### config.mk
export PLATFORM = sky130hd
export DESIGN_NAME = uart_tx_param_flat
export DESIGN_NICKNAME = d
export VERILOG_FILES = /design/src/rtl/uart_tx_param_if.sv /design/src/rtl/uart_tx_param.sv /design/src/flat_wrapper.sv
export SDC_FILE = /design/constraint.sdc
export NUM_CORES = 1
export LEC_CHECK = 0
export CAP_MARGIN = 40
export CORE_MARGIN = 8
export CORE_UTILIZATION = 40
export CTS_CLUSTER_SIZE = 14
export DETAILED_ROUTE_END_ITERATION = 6
export PLACE_DENSITY = 0.65
export REMOVE_ABC_BUFFERS = 1
export SYNTH_ARGS = -nofsm -noshare
export SYNTH_HDL_FRONTEND = slang
export SYNTH_SLANG_ARGS = --single-unit
### constraint.sdc
create_clock -name sysclk -period 1.8 [get_ports sysclk]
set_input_delay 0.36 -clock sysclk [delete_from_list [all_inputs] [get_ports sysclk]]
set_output_delay 0.36 -clock sysclk [all_outputs]
set_load 0.02 [all_outputs]
### src/rtl/uart_tx_param_if.sv
// uart_tx_param_if: request/status bundle between a word producer and the UART transmitter.
//
// Signals:
//   tx_en_sig    send request, only honoured while the transmitter is idle
//   tx_data      word to send, captured when the request is accepted
//   tx_busy      frame in flight
//   tx_done_sig  one-cycle pulse after the last stop bit
//   tx           serial line, idles high
//
// Modports:
//   master  producer side (drives tx_en_sig/tx_data, observes status and line)
//   slave   transmitter side
interface uart_tx_param_if #(
    parameter int unsigned DATA_BITS = 8
);
    logic                 tx_en_sig;
    logic [DATA_BITS-1:0] tx_data;
    logic                 tx_busy;
    logic                 tx_done_sig;
    logic                 tx;

    modport master (
        output tx_en_sig,
        output tx_data,
        input  tx_busy,
        input  tx_done_sig,
        input  tx
    );

    modport slave (
        input  tx_en_sig,
        input  tx_data,
        output tx_busy,
        output tx_done_sig,
        output tx
    );
endinterface

### src/rtl/uart_tx_param.sv
// uart_tx_param: parametrised UART transmitter with built-in baud divider.
//
// Frame: start bit, DATA_BITS data bits LSB first, optional odd/even parity bit, then
// STOP_BITS stop bits. Every bit lasts BAUD_DIV sysclk cycles. A request made in the
// tx_done_sig cycle is accepted, so frames can run back-to-back with a single idle cycle.
//
// Ports:
//   sysclk  system clock, rising edge
//   rst_n   synchronous active-low reset
//   bus     uart_tx_param_if.slave (tx_en_sig, tx_data in; tx_busy, tx_done_sig, tx out)
//
// All outputs are registered.
module uart_tx_param #(
    parameter int unsigned CLK_FREQ  = 50000000,
    parameter int unsigned BAUD      = 115200,
    parameter int unsigned DATA_BITS = 8,
    parameter int unsigned PARITY    = 0,
    parameter int unsigned STOP_BITS = 1
) (
    input  logic            sysclk,
    input  logic            rst_n,
    uart_tx_param_if.slave  bus
);

    localparam int unsigned BAUD_DIV = (CLK_FREQ + BAUD / 2) / BAUD;
    localparam int unsigned CNT_W    = (BAUD_DIV >= 2) ? $clog2(BAUD_DIV) : 1;

    localparam logic [CNT_W-1:0] BAUD_LAST = CNT_W'(BAUD_DIV - 1);
    localparam logic [3:0]       DATA_LAST = 4'(DATA_BITS - 1);
    localparam logic [3:0]       STOP_LAST = 4'(STOP_BITS - 1);

    // Configuration check, evaluated at elaboration.
    if (DATA_BITS < 5 || DATA_BITS > 9 || PARITY > 2 || STOP_BITS < 1 || STOP_BITS > 2 ||
        BAUD_DIV < 2) begin : gen_cfg_err
        $error("uart_tx_param: illegal parameter configuration");
    end

    typedef enum logic [2:0] {
        StIdle,
        StStart,
        StData,
        StPar,
        StStop
    } state_e;

    state_e               state_q, state_d;
    logic [CNT_W-1:0]     baud_q, baud_d;
    logic [3:0]           bit_q, bit_d;
    logic [DATA_BITS-1:0] shift_q, shift_d;
    logic                 par_q, par_d;
    logic                 tx_q, tx_d;
    logic                 busy_q, busy_d;
    logic                 done_q, done_d;
    logic                 baud_last;

    assign baud_last = (baud_q == BAUD_LAST);

    always_ff @(posedge sysclk) begin
        if (!rst_n) begin
            state_q <= StIdle;
            baud_q  <= '0;
            bit_q   <= '0;
            shift_q <= '0;
            par_q   <= 1'b0;
            tx_q    <= 1'b1;
            busy_q  <= 1'b0;
            done_q  <= 1'b0;
        end else begin
            state_q <= state_d;
            baud_q  <= baud_d;
            bit_q   <= bit_d;
            shift_q <= shift_d;
            par_q   <= par_d;
            tx_q    <= tx_d;
            busy_q  <= busy_d;
            done_q  <= done_d;
        end
    end

    // tx is registered, so each bit-advance edge loads the value of the upcoming bit.
    always_comb begin
        state_d = state_q;
        baud_d  = baud_q;
        bit_d   = bit_q;
        shift_d = shift_q;
        par_d   = par_q;
        tx_d    = tx_q;
        busy_d  = busy_q;
        done_d  = 1'b0;

        if (state_q != StIdle) begin
            baud_d = baud_last ? '0 : baud_q + CNT_W'(1);
        end

        case (state_q)
            StIdle: begin
                tx_d   = 1'b1;
                busy_d = 1'b0;
                if (bus.tx_en_sig) begin
                    state_d = StStart;
                    tx_d    = 1'b0;
                    busy_d  = 1'b1;
                    baud_d  = '0;
                    bit_d   = '0;
                    shift_d = bus.tx_data;
                    par_d   = (PARITY == 1) ? ~^bus.tx_data : ^bus.tx_data;
                end
            end
            StStart: begin
                if (baud_last) begin
                    state_d = StData;
                    tx_d    = shift_q[0];
                    shift_d = shift_q >> 1;
                    bit_d   = '0;
                end
            end
            StData: begin
                if (baud_last) begin
                    if (bit_q == DATA_LAST) begin
                        bit_d = '0;
                        if (PARITY != 0) begin
                            state_d = StPar;
                            tx_d    = par_q;
                        end else begin
                            state_d = StStop;
                            tx_d    = 1'b1;
                        end
                    end else begin
                        bit_d   = bit_q + 4'd1;
                        tx_d    = shift_q[0];
                        shift_d = shift_q >> 1;
                    end
                end
            end
            StPar: begin
                if (baud_last) begin
                    state_d = StStop;
                    tx_d    = 1'b1;
                    bit_d   = '0;
                end
            end
            StStop: begin
                if (baud_last) begin
                    if (bit_q == STOP_LAST) begin
                        state_d = StIdle;
                        tx_d    = 1'b1;
                        busy_d  = 1'b0;
                        done_d  = 1'b1;
                    end else begin
                        bit_d = bit_q + 4'd1;
                    end
                end
            end
            default: begin
                state_d = StIdle;
                tx_d    = 1'b1;
                busy_d  = 1'b0;
            end
        endcase
    end

    assign bus.tx          = tx_q;
    assign bus.tx_busy     = busy_q;
    assign bus.tx_done_sig = done_q;

endmodule

### src/flat_wrapper.sv
// flat-port wrapper written by rule: the top's interface ports become plain ports
module uart_tx_param_flat 
#(
    parameter int unsigned CLK_FREQ  = 50000000,
    parameter int unsigned BAUD      = 115200,
    parameter int unsigned DATA_BITS = 8,
    parameter int unsigned PARITY    = 0,
    parameter int unsigned STOP_BITS = 1
)
  (sysclk, rst_n, bus_tx_en_sig, bus_tx_data, bus_tx_busy, bus_tx_done_sig, bus_tx);
  uart_tx_param_if #(.DATA_BITS(DATA_BITS)) bus_i ();
  input  logic sysclk;
  input  logic rst_n;
  input wire logic [$bits(bus_i.tx_en_sig)-1:0] bus_tx_en_sig;
  input wire logic [$bits(bus_i.tx_data)-1:0] bus_tx_data;
  output wire logic [$bits(bus_i.tx_busy)-1:0] bus_tx_busy;
  output wire logic [$bits(bus_i.tx_done_sig)-1:0] bus_tx_done_sig;
  output wire logic [$bits(bus_i.tx)-1:0] bus_tx;
  assign bus_i.tx_en_sig = bus_tx_en_sig;
  assign bus_i.tx_data = bus_tx_data;
  assign bus_tx_busy = bus_i.tx_busy;
  assign bus_tx_done_sig = bus_i.tx_done_sig;
  assign bus_tx = bus_i.tx;
  uart_tx_param #(.CLK_FREQ(CLK_FREQ), .BAUD(BAUD), .DATA_BITS(DATA_BITS), .PARITY(PARITY), .STOP_BITS(STOP_BITS)) u_core (.sysclk(sysclk), .rst_n(rst_n), .bus(bus_i));
endmodule
==> results of run 1 <==
## cell usage after synthesis, drive strengths merged (2+ instances only)
master  instances  area [um^2]
a211oi          3         22.5
nor2           13         51.3
nor2b           2         12.5
nor4b           3         26.3
o311ai          2         17.5
inv             6         22.5
nand4           2         12.5
or4             2         15.0
or4b            2         23.8
o211a           5         50.1
nor3            5         30.0
clkbuf          5         18.8
dfxtp          27          541
o31ai           2         28.8
o211ai          5         37.5
and3            2         12.5
ha              4         50.1
xnor2           4         35.0
a311oi          7         61.3
nand3           6         30.0
mux2i           4         40.0
nand2b          2         12.5
buf             5         42.5
a21oi           9         45.0
nand2          18         67.6
o21ai          11         58.8
## stage by stage
| step | util, % | setup slack [ns] | area [um^2] | instances | setup TNS (ns) |
|---|---|---|---|---|---|
| 2_1_floorplan | - | 0.00112 | 1530 | 168 | 0 |
| 3_3_place_gp | 49.1 | -0.159 | 1920 | 258 | -2.00 |
| 3_5_place_dp | 49.1 | -0.187 | 1920 | 258 | -2.61 |
| 4_1_cts | 50.6 | 0.0233 | 1980 | 262 | 0 |
| 5_1_grt | 51.6 | -0.0145 | 2020 | 261 | -0.0226 |
| 6_report | 51.6 | 0.0701 | 2020 | 261 | 0 |
## worst max-delay path, stage by stage
cell             delay, ns
clkdlybuf4s50_1       0.49
or4b_2                0.66
o31ai_4               0.12
o2111ai_1             0.17
o41ai_1               0.09
## layout make-up
type                            count  area (um^2)
Timing Repair Buffer               39          333
Inverter                            6         22.5
Multi-Input combinational cell    135         1010
Clock buffer                        3         41.3
Fill cell                         384         1890
Sequential cell                    27          548
Tap cell                           50         62.6
Clock inverter                      1         7.51
## repair_timing
action,CTS,global route
gates resized for setup,2,14
pin swaps,0,7
cloned,0,0
setup endpoints to repair,9,17
setup buffers,0,0
endpoints found under the hold margin,0,0
## sequential cells by signal, indices dropped and copies added (netlist names)
name / flops
u_core.state_q: 3
u_core.bus.tx_busy: 1
u_core.bus.tx_done_sig: 1
u_core.baud_q: 9
u_core.bus.tx: 1
u_core.shift_q: 8
u_core.bit_q: 4
## logic make-up after synthesis
logic type      after synthesis
compound gates               56
buf+inv                      16
flops                        27
fa+ha+maj                     4
mux                           5
xor+xnor                      4
simple gates                 66
## report_power, final
part	switching [W]	internal, W	total (W)
Sequential	0.0000823	0.000700	0.000782
Combinational	0.000478	0.000425	0.000903
Clock	0.000201	0.000157	0.000359
Total	0.000761	0.00128	0.00204
## metal layers
layer	share of wire, %	vias to the layer above
met5	0	-
met4	0.80	0
met3	4.4	4
met2	51	32
met1	44	771
li1	-	747
## final timing paths
check | start | end | slack, ns | depth (start not counted)
worst max-delay path | bus_tx_en_sig | u_core.bit_q[1]$_SDFFE_PN0P_ | 0.07 | 5
worst min-delay path | u_core.bus.tx_busy$_SDFFE_PN0P_ | u_core.bus.tx_busy$_SDFFE_PN0P_ | 0.49 | 2
worst max register to register | u_core.bit_q[0]$_SDFFE_PN0P_ | u_core.shift_q[0]$_SDFFE_PN0P_ | 0.09 | 6
worst min register to register | u_core.bus.tx_busy$_SDFFE_PN0P_ | u_core.bus.tx_busy$_SDFFE_PN0P_ | 0.49 | 2
==> run summary, run 1 <==
First-pass GRT wire length = 6630 um
Detail Placement HPWL = 3150 um
Flops & latches, synth = 27
Gr busiest metal = met2
Post-synth EDFFs = 0
Global routing usage on met2 = 22.9%
Row cnt = 23
RSZ-0062 raised after global routing = yes
Buffers on Ports = 13
Most common cell after layout, fill and taps aside = buf_4
Die X = 79.0 um
Gate Count Post-Synth = 178
DRC Markers = 0
Clk sinks = 27
Antenna Cells = 0
Clk slew on worst S/H paths = 0.10 ns
Power Dens Cells = 1010 nW/um^2
Adder-Cell Fraction of Synth Area = 3.15%
Yosys cell types = 56
Tot Pwr = 0.00204 W
Compound-Gate Fraction of Synth Area = 28.1%
Commonest non-fill, non-tap cells in the layout = buf_4, dfxtp_1, nand2_1, clkdlybuf4s50_1, nor2_1
VDD IR-drop max = 0.412 mV
Simple-gate portion of the synthesized area = 24.0%
Maxcap violations = 0
# H-tree levels = 1
Final min period = 1.73 ns
Root Buffer = clkbuf_8
Ratio of cells with drive above 1 in the final layout = 25.1%
Netlist Area Pre-Place = 1590 um^2
Via count = 1554
Hold Vio Cnt, Final = 0
CTS hold repair buffers = 0
Drt total wl = 4110 um
CTS tree = yes
Global-route usage over all layers = 12.6%
Synthesized area per cell = 8.92 um^2
Least-Margin Pin Slew = 0.414 ns
Die ar. = 6240 um^2
Area grow syn2layout = 27.3%
Req. time, crit path = 1.98 ns
Met1 Track Usage GR = 14.5%
Worst setup path class = primary input to flip-flop
Routability cong. = 0.820
I/O pin count = 14
Initial Utilization = 40.6%
Max-slew violations = 0
Final setup viols = 0
Post-synthesis sequential area ratio = 34.0%
Initial antenna violation count = 0
Multiplexer area fraction after synthesis = 3.23%
CTS buffer count = 3
Skew final = 0.00566 ns
WHS = 0.487 ns
Largest family of logic cells by synthesized area = compound AO/OA/AOI/OAI gates
Top FF cell, synth = dfxtp_1
Total Nets Final = 227
Max_slew headroom = 72.1%
CTS Buffer Depth = 2
Grt total ovfl = 0
Core ar. = 3910 um^2
Leak Pwr = 0.792 nW
Largest net degree at the start of global routing = 17
Setup crit end kind = flip-flop
FFs w/ async S/R, synth = 0%
Crit path launch type = primary input
Vias in the first global route = 1543
Xor-xnor portion of the synthesized cell area = 2.21%
Worst Path Max Fanout = 5
Achievable Freq = 578 MHz
Yosys warnings = 0
Clock Latency Late Sink = 0.27 ns
Post-route ant nets = 0
Status = completed
Initial DRC count = 76
First drt pass iteration count = 4
GRT met3 Usage = 2.03%
Fin crit share = 96.1%
Hold WC Path Type = flip-flop to flip-flop
Vert. Die Dim = 79.0 um
Routed WL per cell = 15.8 um
Arr. time, crit path = 1.91 ns
Drt via density = 5.95
Power figures use the tool's default switching activity.
==> inputs of run 2 (changes only) <==
Settings changed: RECOVER_POWER from default to 100.
==> run 2 against run 1 <==
Sequential share of layout area is 0.067 points higher. Critical path depth stayed put. Clock skew hardly changed. Maximum frequency is 0.16% higher. Cell count stayed put. Largest power group unchanged. Highest routed layer unchanged.
==> run summary, run 2 (synthesized netlist as in run 1, its figures left out) <==
Stages on the worst setup path = 5
Status = completed
Tot Pwr = 0.00203 W
# H-tree levels = 1
CTS Buffer Depth = 2
Worst setup path class = primary input to flip-flop
Clk sinks = 27
Row cnt = 23
Post-Layout Cell Count = 261
R2R Path End = u_core.shift_q[0]$_SDFFE_PN0P_
Setup WS pre-CTS = -0.187 ns
Drt total wl = 4100 um
Initial Utilization = 40.6%
Initial antenna violation count = 0
Final instance area = 2020 um^2
Hold Vio Cnt, Final = 0
Largest net degree at the start of global routing = 17
Maxcap violations = 0
Post-route ant nets = 0
Most common cell after layout, fill and taps aside = buf_4
DP Area = 1920 um^2
VDD IR-drop max = 0.412 mV
RSZ-0062 raised after global routing = yes
Placed cell count = 258
Final setup viols = 0
Fin crit share = 96.0%
Worst Path Max Fanout = 5
Crit path launch type = primary input
Vert. Die Dim = 79.0 um
Via count = 1565
I/O pin count = 14
Commonest non-fill, non-tap cells in the layout = buf_4, dfxtp_1, nand2_1, nor2_1
Global-route usage over all layers = 12.6%
Buffers on Ports = 13
Area grow syn2layout = 27.0%
Reg2reg start = u_core.bit_q[0]$_SDFFE_PN0P_
Worst r2r path cells = 6
Max-slew violations = 0
Skew final = 0.00525 ns
Req. time, crit path = 1.98 ns
CTS tree = yes
Crit-path max cell delay = 0.66 ns
CP Buf/Inv Count = 1
Clk slew on worst S/H paths = 0.10 ns
Max_slew headroom = 72.1%
CP top delay family = simple AND/OR/NAND/NOR gates
Arr. time, crit path = 1.90 ns
Reg2reg setup slack = 0.08 ns
Initial DRC count = 104
Clock Latency Late Sink = 0.27 ns
First-pass GRT wire length = 6630 um
Leak Pwr = 0.795 nW
Post-CTS Setup Bufs = 0
Max FFs per register = 9
Die X = 79.0 um
Worst Setup SP = bus_tx_en_sig
Top flop regs = u_core.baud_q: 9 flops, u_core.shift_q: 8 flops, u_core.bit_q: 4 flops
Core ar. = 3910 um^2
CP Cell Sequence = clkdlybuf4s50_1 -> or4b_2 -> o31ai_4 -> o2111ai_1 -> o41ai_1
Vias in the first global route = 1543
Setup crit end kind = flip-flop
Grt total ovfl = 0
Worst setup path end = u_core.bit_q[1]$_SDFFE_PN0P_
Power Dens Cells = 1010 nW/um^2
Final WS setup = 0.0729 ns
Routed WL per cell = 15.7 um
CTS buffer count = 3
Least-Margin Pin Slew = 0.414 ns
Final min period = 1.73 ns
DRC Markers = 0
Total Nets Final = 227
Critical Path Slowest Stage Cell = or4b_2
Root Buffer = clkbuf_8
Routability cong. = 0.820
Antenna Cells = 0
Hold WC Path Type = flip-flop to flip-flop
First drt pass iteration count = 4
Ratio of cells with drive above 1 in the final layout = 25.1%
Achievable Freq = 579 MHz
Drt via density = 6.00
Reg with most FFs = u_core.baud_q
Detail Placement HPWL = 3150 um
Die ar. = 6240 um^2
run 2: cell types whose count changed in the layout (fill, tap and decap cells not counted):
cell             change
clkdlybuf4s50_1      -3
clkbuf_2             +2
buf_4                -2
dlygate4sd3_1        +3
run 2: final cells by class:
class	instances	area, um^2
inverters	6	22.5
multi-input cells	135	1010
clock inverters	1	7.51
repair buffers	39	328
fillers	386	1900
flip-flops and latches	27	548
clock buffers	3	41.3
well taps	50	62.6
run 2: metrics by stage:
step | util, % | TNS [ns] | hold WS [ns]
5_1_grt | 51.5 | -0.0226 | 0.499
3_5_place_dp | 49.1 | -2.61 | 0.470
3_3_place_gp | 49.1 | -2.00 | 0.455
2_1_floorplan | - | 0 | 0.450
6_report | 51.5 | 0 | 0.481
4_1_cts | 50.6 | 0 | 0.487
run 2: power breakdown:
part	switching, W	internal (W)
clock network	0.000203	0.000157
logic	0.000476	0.000414
registers	0.0000808	0.000700
total	0.000760	0.00127
run 2: metal layers:
metal | routed length [um] | vias up | global-route usage, %
met3 | 167 | 4 | 2.03
met1 | 1790 | 781 | 14.5
met5 | 0 | - | 0
li1 | - | 748 | -
met2 | 2110 | 32 | 22.9
met4 | 33 | 0 | 4.44
run 2: tightest hold or removal path, stage by stage, from the launching register on:
cell	delay [ns]
dfxtp_1	0.32
nand2_1	0.05
a211oi_1	0.06
run 2: timing repair:
action | 4_1_cts | 5_1_grt
setup endpoints to repair | 9 | 17
resized for setup | 2 | 14
hold buffers | 0 | 0
pin swaps | 0 | 7
run 2: worst min path at each step:
stage                               startpoint                               to  slack [ns]  depth (start not counted)
6_report       u_core.bus.tx_busy$_SDFFE_PN0P_  u_core.bus.tx_busy$_SDFFE_PN0P_        0.48                          2
5_1_grt         u_core.shift_q[7]$_SDFFE_PN0P_   u_core.shift_q[7]$_SDFFE_PN0P_        0.50                          2
4_1_cts         u_core.shift_q[7]$_SDFFE_PN0P_   u_core.shift_q[7]$_SDFFE_PN0P_        0.49                          2
3_5_place_dp    u_core.shift_q[7]$_SDFFE_PN0P_   u_core.shift_q[7]$_SDFFE_PN0P_        0.47                          2
3_3_place_gp   u_core.bus.tx_busy$_SDFFE_PN0P_  u_core.bus.tx_busy$_SDFFE_PN0P_        0.45                          2
2_1_floorplan   u_core.shift_q[7]$_SDFFE_PN0P_   u_core.shift_q[7]$_SDFFE_PN0P_        0.45                          2
==> inputs of run 3 (changes only) <==
--- a/config.mk
+++ b/config.mk
@@ -11,4 +11,5 @@
 export CTS_CLUSTER_SIZE = 14
 export DETAILED_ROUTE_END_ITERATION = 6
+export GPL_TIMING_DRIVEN = 0
 export PLACE_DENSITY = 0.65
 export RECOVER_POWER = 100
==> constraint.sdc (replaced) <==
create_clock -name sysclk -period 1.8 [get_ports sysclk]
set_input_delay 0.18 -clock sysclk [delete_from_list [all_inputs] [get_ports sysclk]]
set_output_delay 0.18 -clock sysclk [all_outputs]
set_load 0.02 [all_outputs]
==> run 3 against run 2 <==
Power shrank 6.1%. Clock-buffer cell count stayed put. Sequential power grew 2.8%.
==> run summary, run 3 (synthesized netlist as in run 1, its figures left out) <==
Status = completed
Power Dens Cells = 1020 nW/um^2
First drt pass iteration count = 4
RSZ-0062 raised after global routing = yes
Combinational group share of total power = 38.9%
Final setup viols = 0
Via count = 1439
# H-tree levels = 1
Reg with most FFs = u_core.baud_q
Clk sinks = 27
Initial Utilization = 40.6%
Max-slew violations = 0
Total Nets Final = 206
Die ar. = 6240 um^2
Drt via density = 6.00
Worst Setup SP = u_core.baud_q[3]$_SDFF_PN0_
Vert. Die Dim = 79.0 um
Int Power = 0.00117 W
Commonest non-fill, non-tap cells in the layout = dfxtp_1, nand2_1, o21ai_0, nor2_1
Critical Path Slowest Stage Cell = or4b_4
Row cnt = 23
Maxcap violations = 0
Worst setup path end = u_core.bit_q[0]$_SDFFE_PN0P_
CTS Buffer Depth = 2
Max FFs per register = 9
Skew final = 0.00285 ns
Top flop regs = u_core.baud_q: 9 flops, u_core.shift_q: 8 flops, u_core.bit_q: 4 flops
Clk slew on worst S/H paths = 0.10 ns
Worst setup path class = flip-flop to flip-flop
Post-route ant nets = 0
Buffers on Ports = 13
DRC Markers = 0
Hold WC Path Type = flip-flop to flip-flop
Grt total ovfl = 0
Area grow syn2layout = 17.7%
Fillers = 399
Arr. time, crit path = 1.93 ns
Reg2reg start = u_core.baud_q[3]$_SDFF_PN0_
Leak Pwr = 0.687 nW
Vias in the first global route = 1359
Hold Vio Cnt, Final = 0
Crit path launch type = flip-flop
Sequential share of power = 42.1%
VDD IR-drop max = 0.287 mV
Clock Power Share = 19.0%
Routability cong. = 0.810
Least-Margin Pin Slew = 0.654 ns
Fin crit share = 98.1%
CTS hold repair buffers = 0
Antenna Cells = 0
WHS = 0.475 ns
Ratio of cells with drive above 1 in the final layout = 18.9%
Worst Path Max Fanout = 6
Die X = 79.0 um
Crit-path max cell delay = 0.61 ns
Final WS setup = 0.0346 ns
R2R Path End = u_core.bit_q[0]$_SDFFE_PN0P_
Max_slew headroom = 56.4%
Setup WS pre-CTS = -0.424 ns
Routed WL per cell = 15.6 um
Root Buffer = clkbuf_8
Initial DRC count = 106
Sw Pwr = 0.000740 W
CP Cell Sequence = or4b_4 -> nor4_4 -> nor2_2 -> mux2i_1
Min-delay src = u_core.bus.tx_busy$_SDFFE_PN0P_
Clock Latency Late Sink = 0.28 ns
Most common cell after layout, fill and taps aside = dfxtp_1
Worst r2r path cells = 4
CTS tree = yes
Detail Placement HPWL = 2590 um
Req. time, crit path = 1.97 ns
First-pass GRT wire length = 6170 um
Core ar. = 3910 um^2
Drt total wl = 3740 um
Initial antenna violation count = 0
Setup crit end kind = flip-flop
Largest net degree at the start of global routing = 18
Achievable Freq = 566 MHz
CTS buffer count = 3
Reg2reg setup slack = 0.03 ns
I/O pin count = 14
Global-route usage over all layers = 12.0%
Switch share = 38.8%
Final min period = 1.77 ns
## run 3: layout make-up
class / count / area, um^2 / share of cell area (%)
Inverter: 6 / 22.5 / 1.20
Multi-Input combinational cell: 135 / 1020 / 54.6
Timing Repair Buffer: 18 / 163 / 8.70
Clock buffer: 3 / 41.3 / 2.21
Clock inverter: 1 / 7.51 / 0.402
Sequential cell: 27 / 553 / 29.6
Tap cell: 50 / 62.6 / 3.35
## run 3: stage by stage
step	cell area [um^2]	TNS, ns	total power [W]	cells	util, %
2_1_floorplan	1530	0	0.00128	168	-
3_3_place_gp	1720	-3.63	0.00144	231	43.9
3_5_place_dp	1720	-4.97	0.00148	231	43.9
4_1_cts	1820	0	0.00188	237	46.6
5_1_grt	1870	-0.135	0.00202	240	47.8
6_report	1870	0	0.00191	240	47.8
## run 3: routing by layer
| layer | global-route usage [%] | wire (um) |
|---|---|---|
| met4 | 4.07 | 59 |
| met5 | 0 | 0 |
| met2 | 21.5 | 1880 |
| met1 | 13.8 | 1690 |
| met3 | 2.26 | 111 |
## run 3: timing repair
action | CTS | global route
pin swaps | 3 | 9
endpoints found under the setup margin | 26 | 18
gates resized for setup | 12 | 10
setup buffers | 2 | 3
## run 3: critical path, delay by kind of cell (launching register included)
| kind | cells | cell delay (ns) |
|---|---|---|
| AND/OR/NAND/NOR | 3 | 1.15 |
| flip-flops | 1 | 0.37 |
| multiplexers | 1 | 0.14 |
## run 3: power groups by stage
stage	logic, W	clock network, W	registers, W
2_1_floorplan	0.000473	0	0.000805
3_3_place_gp	0.000629	0	0.000811
3_5_place_dp	0.000660	0	0.000815
4_1_cts	0.000702	0.000377	0.000802
5_1_grt	0.000812	0.000392	0.000820
6_report	0.000743	0.000362	0.000803
## run 3: how the worst min path moves through the flow
stage               slack (ns)  cells past startpoint                         endpoint
CTS                       0.47                      3   u_core.shift_q[3]$_SDFFE_PN0P_
finish                    0.47                      2  u_core.bus.tx_busy$_SDFFE_PN0P_
global route              0.49                      3   u_core.shift_q[3]$_SDFFE_PN0P_
detailed placement        0.47                      2  u_core.bus.tx_busy$_SDFFE_PN0P_
floorplan                 0.27                      1       u_core.bus.tx$_SDFFE_PN1P_
global placement          0.46                      2  u_core.bus.tx_busy$_SDFFE_PN0P_
